--- config.mk ---
export PLATFORM = sky130hd
export DESIGN_NAME = dflipflop_pipe
export DESIGN_NICKNAME = d
export VERILOG_FILES = /design/src/rtl/dflipflop_pipe.sv
export SDC_FILE = /design/constraint.sdc
export NUM_CORES = 1
export LEC_CHECK = 0
export BUFFER_PORTS_ARGS = -buffer_cell sky130_fd_sc_hd__buf_2
export CAP_MARGIN = 10
export CORE_UTILIZATION = 50
export CTS_CLUSTER_SIZE = 24
export DETAILED_ROUTE_END_ITERATION = 10
export GPL_TIMING_DRIVEN = 1
export PLACE_DENSITY = 0.74
export SYNTH_ARGS = -nofsm -noshare
export SYNTH_HDL_FRONTEND = slang
export SYNTH_HIERARCHICAL = 1
export SYNTH_SLANG_ARGS = --single-unit
--- constraint.sdc ---
create_clock -name clk -period 1.9 [get_ports clk]
set_input_delay 0.19 -clock clk [delete_from_list [all_inputs] [get_ports clk]]
set_output_delay 0.19 -clock clk [all_outputs]
set_load 0.01 [all_outputs]
--- src/rtl/dflipflop_pipe.sv ---
// dflipflop_pipe: WIDTH-bit, DEPTH-stage stallable delay line with per-stage
// valid bits, a valid-only flush and a registered occupancy count / full flag.
// Each stage is a small register cell; the top chains them and tracks
// occupancy alongside so fill_cnt/full change on the same edge as the stages.

module dflipflop_pipe_stage #(
  parameter int               WIDTH     = 8,
  parameter logic [WIDTH-1:0] RESET_VAL = '0
) (
  input  logic             clk,
  input  logic             reset,
  input  logic             flush,
  input  logic             en,
  input  logic [WIDTH-1:0] d_i,
  input  logic             vld_i,
  output logic [WIDTH-1:0] d_o,
  output logic             vld_o
);
  logic [WIDTH-1:0] data_q;
  logic             vld_q;

  // One stage: reset > flush (valid only, data kept) > advance > hold.
  always_ff @(posedge clk) begin
    if (reset) begin
      data_q <= RESET_VAL;
      vld_q  <= 1'b0;
    end else if (flush) begin
      vld_q  <= 1'b0;
    end else if (en) begin
      data_q <= d_i;
      vld_q  <= vld_i;
    end
  end

  assign d_o   = data_q;
  assign vld_o = vld_q;
endmodule

module dflipflop_pipe #(
  parameter int               WIDTH        = 8,
  parameter int               DEPTH        = 4,
  parameter logic [WIDTH-1:0] RESET_VAL    = '0,
  parameter bit               ZERO_INVALID = 1'b0
) (
  input  logic                       clk,
  input  logic                       reset,
  input  logic                       en,
  input  logic                       flush,
  input  logic [WIDTH-1:0]           din,
  input  logic                       din_vld,
  output logic [WIDTH-1:0]           dout,
  output logic                       dout_vld,
  output logic [$clog2(DEPTH+1)-1:0] fill_cnt,
  output logic                       full
);
  localparam int CW = $clog2(DEPTH+1);

  // chain_d[i] feeds stage i; chain_d[DEPTH] is the last stage's output.
  logic [DEPTH:0][WIDTH-1:0] chain_d;
  logic [DEPTH:0]            chain_v;

  logic [CW-1:0] cnt_q, cnt_d;
  logic          full_q, full_d;

  // Bubbles can be scrubbed to RESET_VAL so an X on din never enters the line.
  assign chain_d[0] = (ZERO_INVALID && !din_vld) ? RESET_VAL : din;
  assign chain_v[0] = din_vld;

  genvar g;
  generate
    for (g = 0; g < DEPTH; g++) begin : g_stage
      dflipflop_pipe_stage #(
        .WIDTH     (WIDTH),
        .RESET_VAL (RESET_VAL)
      ) u_stage (
        .clk   (clk),
        .reset (reset),
        .flush (flush),
        .en    (en),
        .d_i   (chain_d[g]),
        .vld_i (chain_v[g]),
        .d_o   (chain_d[g+1]),
        .vld_o (chain_v[g+1])
      );
    end
  endgenerate

  // Occupancy on an advance: one item may enter and the oldest leaves, so the
  // count moves by din_vld minus the outgoing valid; it cannot leave 0..DEPTH.
  always_comb begin
    cnt_d  = cnt_q;
    full_d = full_q;
    if (en) begin
      cnt_d  = cnt_q + CW'(din_vld) - CW'(chain_v[DEPTH]);
      full_d = (cnt_d == CW'(DEPTH));
    end
  end

  // Occupancy registers share the stages' reset/flush/enable priority.
  always_ff @(posedge clk) begin
    if (reset || flush) begin
      cnt_q  <= '0;
      full_q <= 1'b0;
    end else begin
      cnt_q  <= cnt_d;
      full_q <= full_d;
    end
  end

  assign dout     = chain_d[DEPTH];
  assign dout_vld = chain_v[DEPTH];
  assign fill_cnt = cnt_q;
  assign full     = full_q;
endmodule

* After elaboration in Yosys (flattened, before gate mapping)
Cells that the tools add are included.
Widths: inputs -> output; s select.
** Word-level totals
- Register bits :: 40
- Input port bits :: 13
- Output and inout port bits :: 13
** Operators by class
- Add/subtract/negate cells :: 2
- Eq/ne operators :: 1
- Bitwise logic cells :: 1
- Reduce and logical (&&, ||, !) cells :: 3
** Operators by type and width (number)
- $add 3x1->3 :: 1
- $eq 3x3->1 const B :: 1
- $sub 3x1->3 :: 1
- $reduce_and 2->1 :: 1
- $reduce_or 2->1 :: 1
- $logic_or 1x1->1 :: 1
- $not 1->1 :: 1

* Longest topological paths before layout
- Depth in word-level cells :: 3
- Mapped depth :: 9

* Cells and area by module
Netlist, hierarchy kept.
** By module, submodules not included
- dflipflop_pipe_stage :: instances 4, cells an instance 38, area each 401.6 um2, sequential area each 180.2 um2
- dflipflop_pipe :: instances 1, cells an instance 25, area each 230.2 um2, sequential area each 80.1 um2

* Least setup slack after synthesis
Ideal clock, no wire load.
- Kind :: flip-flop to flip-flop
- Start point :: reg cnt_q[0] (netlist: fill_cnt[0])
- End point :: reg full_q (netlist: full)
- Library setup time :: 74 ps
- Arrival :: 2087 ps
- Data required time :: 1826 ps
- Slack :: -261 ps
- Cell stages (with the launch flop) :: 10
- Period minus slack after synthesis :: 2161 ps
- Path through :: dfxtp_1 > inv_1 > ha_1 > inv_1 > ha_1 > inv_1 > fa_1 > nor2b_1 > or4b_1 > a31oi_1
** Between the ends
- Cells in the longest elaborated chain, start to end :: 3
** Ends and longest elaborated chain
- from (decl) :: RTL line 62 : logic [CW-1:0] cnt_q, cnt_d;
- from (signal assigned) :: RTL line 105 : cnt_q <= cnt_d;
- $add 3x1->3 :: RTL line 94 : cnt_d = cnt_q + CW'(din_vld) - CW'(chain_v[DEPTH]);
- $sub 3x1->3 :: RTL line 94
- $eq 3x3->1 :: RTL line 95 : full_d = (cnt_d == CW'(DEPTH));
- to (signal assigned) :: RTL line 106 : full_q <= full_d;
- to (decl) :: RTL line 63 : logic full_q, full_d;
Every way passes these cells.
A chain may end at the register's enable or synchronous reset.

* Final worst setup path
Same ends and word-level chain as after synthesis.

==> impl_metrics.yaml <==
placement:
  dp_cells: 244
  placement.setup.worst_slack_ps: -282
  dpl_cell_area_mm2: 0.00200
  global_placement_routability_congestion: 0.747
  place.detailed.hpwl_um: 2110
  io_buffers: 25
timing:
  timing.clock.skew_ps: 8.56
  setup_violations: 3
  min_period_over_period_pct: 109
  fmaxAchievable_mhz: 483
  post-route-min-period_ps: 2070
  number_of_hold_violations_in_the_final_report: 0
  rsz_0062_raised_after_global_routing: "yes"
  final_critical_path_setup_slack_ps: -171
  max_slew_headroom_at_the_worst_pin_pct: 45.2
  timing.final.max_slew_violations: 0
  worstMarginPinSlew_ps: 822
finish:
  finalInstanceArea_mm2: 0.00215
  nets: 225
  final_cells: 256
  layout.cells.most_common: "sky130_fd_sc_hd__dfxtp_1"
  drive_gt1_share_pct: 26.7
  antenna_cells_inserted: 0
  finalCoreUtilization_pct: 62.9
  synthToLayoutAreaGrowth_pct: 16.9
  mostFrequentLayoutCells: "38 x sky130_fd_sc_hd__dfxtp_1, 32 x sky130_fd_sc_hd__nand2b_1, 32 x sky130_fd_sc_hd__nand4bb_1, 32 x sky130_fd_sc_hd__o21ai_1, 25 x sky130_fd_sc_hd__buf_2"
global_route:
  grt_pass1_vias: 1348
  grt_remaining_overflow: 0
  grt_usage_pct: 19.4
  grt_max_degree: 70
  antenna_found_initial: 0
  grt_first_pass_wirelength_um: 5930
synth:
  ys_seq_elements: 40
  synth_area_per_cell_um2: 10.4
  netlist_area_mm2: 0.00184
  postSynthNetCount: 193
  postSynthCellCount: 177
  synth.yosys.warnings: 6
  sequential_cell_area_fraction_in_the_yosys_report_pct: 43.6
  ys_types: 25
power_and_ir_drop:
  static-leakage-power_nw: 0.801
  power.ir.vdd_worst_v: 0.000419
  p_per_area_mw_per_mm2: 729
floorplan:
  ios: 26
  die-height_um: 62.6
  initial_core_util_pct: 53.8
  floorplan.die_area_mm2: 0.00392
  rows: 21
  die_x_um: 62.6
  core_mm2: 0.00342
critical_path:
  critical_path_fanout_max: 2
  worst-r2r-cell-count: 9
  timing.critical_path.arrival_ps: 2350
  worstSetupEndpoint: "full$_SDFFE_PP0P_"
  crit_path_start_kind: "flop"
  worstReg2RegEnd: "full$_SDFFE_PP0P_"
  critPathRequiredTime_ps: 2180
  critPathCaptureType: "flop"
  crit_start: "fill_cnt[0]$_SDFFE_PP0P_"
  reg2reg_setup_slack_ps: -170
  crit-reg2reg-launch: "fill_cnt[0]$_SDFFE_PP0P_"
  critical_path_class: "reg2reg"
worst_hold_path:
  timing.hold.worst.class: "in2reg"
clock_tree:
  cts_htree_levels: 2
  tritoncts: "yes"
  clock_sinks: 40
  cts.clk_slew.worst_paths_ps: 120
  clk_path_buf_depth: 2
  insertion_delay_ps: 340
  cts_made_buffers: 5
  cts-root-buf: "sky130_fd_sc_hd__clkbuf_4"
drt:
  antenna_violating_nets_post_route: 0
  drt_drc_violations_left: 0
  route.vias.total: 1384
  first_drt_pass_iteration_count: 4
  vias_per_cell: 5.41
  wl_per_cell_um: 13.2
  detailedRoute.firstIterationViolations: 40
  detail_route.wirelength_um: 3370
flow_run:
  maxCapViolCount: 0
outcome:
  outcome: "finished with violations"
  failed_checks: "negative setup slack"
flip-flops by register name (all words and copies together) (netlist names):
signal	flops
fill_cnt	3
full	1
g_stage.u_stage/vld_o	4
g_stage.u_stage/d_o	32
cell usage after synthesis:
library cell                instances  area share, %
sky130_fd_sc_hd__fa_1               1            1.1
sky130_fd_sc_hd__or4b_1             1           0.54
sky130_fd_sc_hd__nand4bb_1         32             20
sky130_fd_sc_hd__o21ai_1           32            8.7
sky130_fd_sc_hd__nor3_1             4            1.1
sky130_fd_sc_hd__buf_4              4            1.6
sky130_fd_sc_hd__a21oi_1            1           0.27
sky130_fd_sc_hd__or2_2              1           0.34
sky130_fd_sc_hd__or3_2              1           0.41
sky130_fd_sc_hd__mux2i_1            5            2.7
sky130_fd_sc_hd__nor2b_1            1           0.34
sky130_fd_sc_hd__nor2_1             2           0.41
sky130_fd_sc_hd__xnor2_1            1           0.48
sky130_fd_sc_hd__nand4_1            1           0.34
sky130_fd_sc_hd__buf_2              4            1.1
sky130_fd_sc_hd__a211oi_1           1           0.41
sky130_fd_sc_hd__nor2b_4            4            3.0
sky130_fd_sc_hd__dfxtp_1           40             44
sky130_fd_sc_hd__inv_2              1           0.20
sky130_fd_sc_hd__inv_1              3           0.61
sky130_fd_sc_hd__nand2b_1          32             11
sky130_fd_sc_hd__nand2_1            1           0.20
sky130_fd_sc_hd__ha_1               2            1.4
sky130_fd_sc_hd__a31oi_1            1           0.34
sky130_fd_sc_hd__o21ai_0            1           0.27
worst min path at each step:
stage                                                 from                                     end  slack, ps  cells past startpoint
finish                                              din[3]  g_stage[0].u_stage/d_o[3]$_SDFFE_PP0P_        110                      3
global route                                        din[6]  g_stage[0].u_stage/d_o[6]$_SDFFE_PP0P_         80                      3
CTS                                                 din[6]  g_stage[0].u_stage/d_o[6]$_SDFFE_PP0P_        100                      3
detailed placement  g_stage[3].u_stage/d_o[3]$_SDFFE_PP0P_  g_stage[3].u_stage/d_o[3]$_SDFFE_PP0P_        450                      2
global placement    g_stage[3].u_stage/d_o[3]$_SDFFE_PP0P_  g_stage[3].u_stage/d_o[3]$_SDFFE_PP0P_        450                      2
floorplan                                            flush   g_stage[0].u_stage/vld_o$_SDFFE_PP0P_        270                      1
power by group:
group / switching [mW] / total (mW) / internal [mW]
Clock: 0.267 / 0.542 / 0.276
Combinational: 0.0781 / 0.160 / 0.0823
Sequential: 0.00939 / 0.863 / 0.854
area by class of cell:
cell class | count | area, um2
inverter | 4 | 17.5
clock inverter | 2 | 35.0
clock buffer | 6 | 41.3
multi-input combinational | 125 | 1010
sequential | 40 | 803
fill | 299 | 1270
timing repair buffer | 33 | 185
tap | 46 | 57.6
repair_timing:
item,in CTS,in global routing
buffers inserted,3,1
resized for setup,8,3
gates cloned,0,0
endpoints found under the setup margin,2,3
pin swaps,3,4
hold buffers,0,0
layer usage:
layer	vias up	wire length, um	track usage, %
met5	-	0	0
met4	0	40	7.27
met3	4	148	7.30
met2	36	1640	33.2
met1	634	1540	21.7
li1	710	-	-
critical path, cell delays in order (launching register included):
cell and delay [ps]:
sky130_fd_sc_hd__dfxtp_2 350, sky130_fd_sc_hd__inv_2 40, sky130_fd_sc_hd__ha_4 210, sky130_fd_sc_hd__inv_4 50, sky130_fd_sc_hd__ha_4 120, sky130_fd_sc_hd__inv_2 30, sky130_fd_sc_hd__fa_1 490, sky130_fd_sc_hd__nor2b_4 140
sky130_fd_sc_hd__or4b_4 450, sky130_fd_sc_hd__a31oi_1 140
logic make-up (layout without fill, tap and decap cells):
family          after synthesis  count (layout)  share of synthesized area (%)
fa+ha+maj                     3               3                           2.45
xor+xnor                      1               1                          0.477
mux                           5               5                           2.72
flops                        40              40                           43.6
simple gates                 80              80                           37.2
buf+inv                      12              45                           3.54
compound gates               36              36                           10.0
stage by stage:
step / TNS, ps / power, mW / hold WS [ps]
after floorplan: -259 / 0.978 / 269
after global placement: -199 / 1.02 / 448
after detailed placement: -442 / 1.02 / 452
after CTS: -341 / 1.58 / 97.6
after global routing: -541 / 1.64 / 79.4
final: -286 / 1.57 / 114
Note: power is estimated with default switching activity, not from simulation.
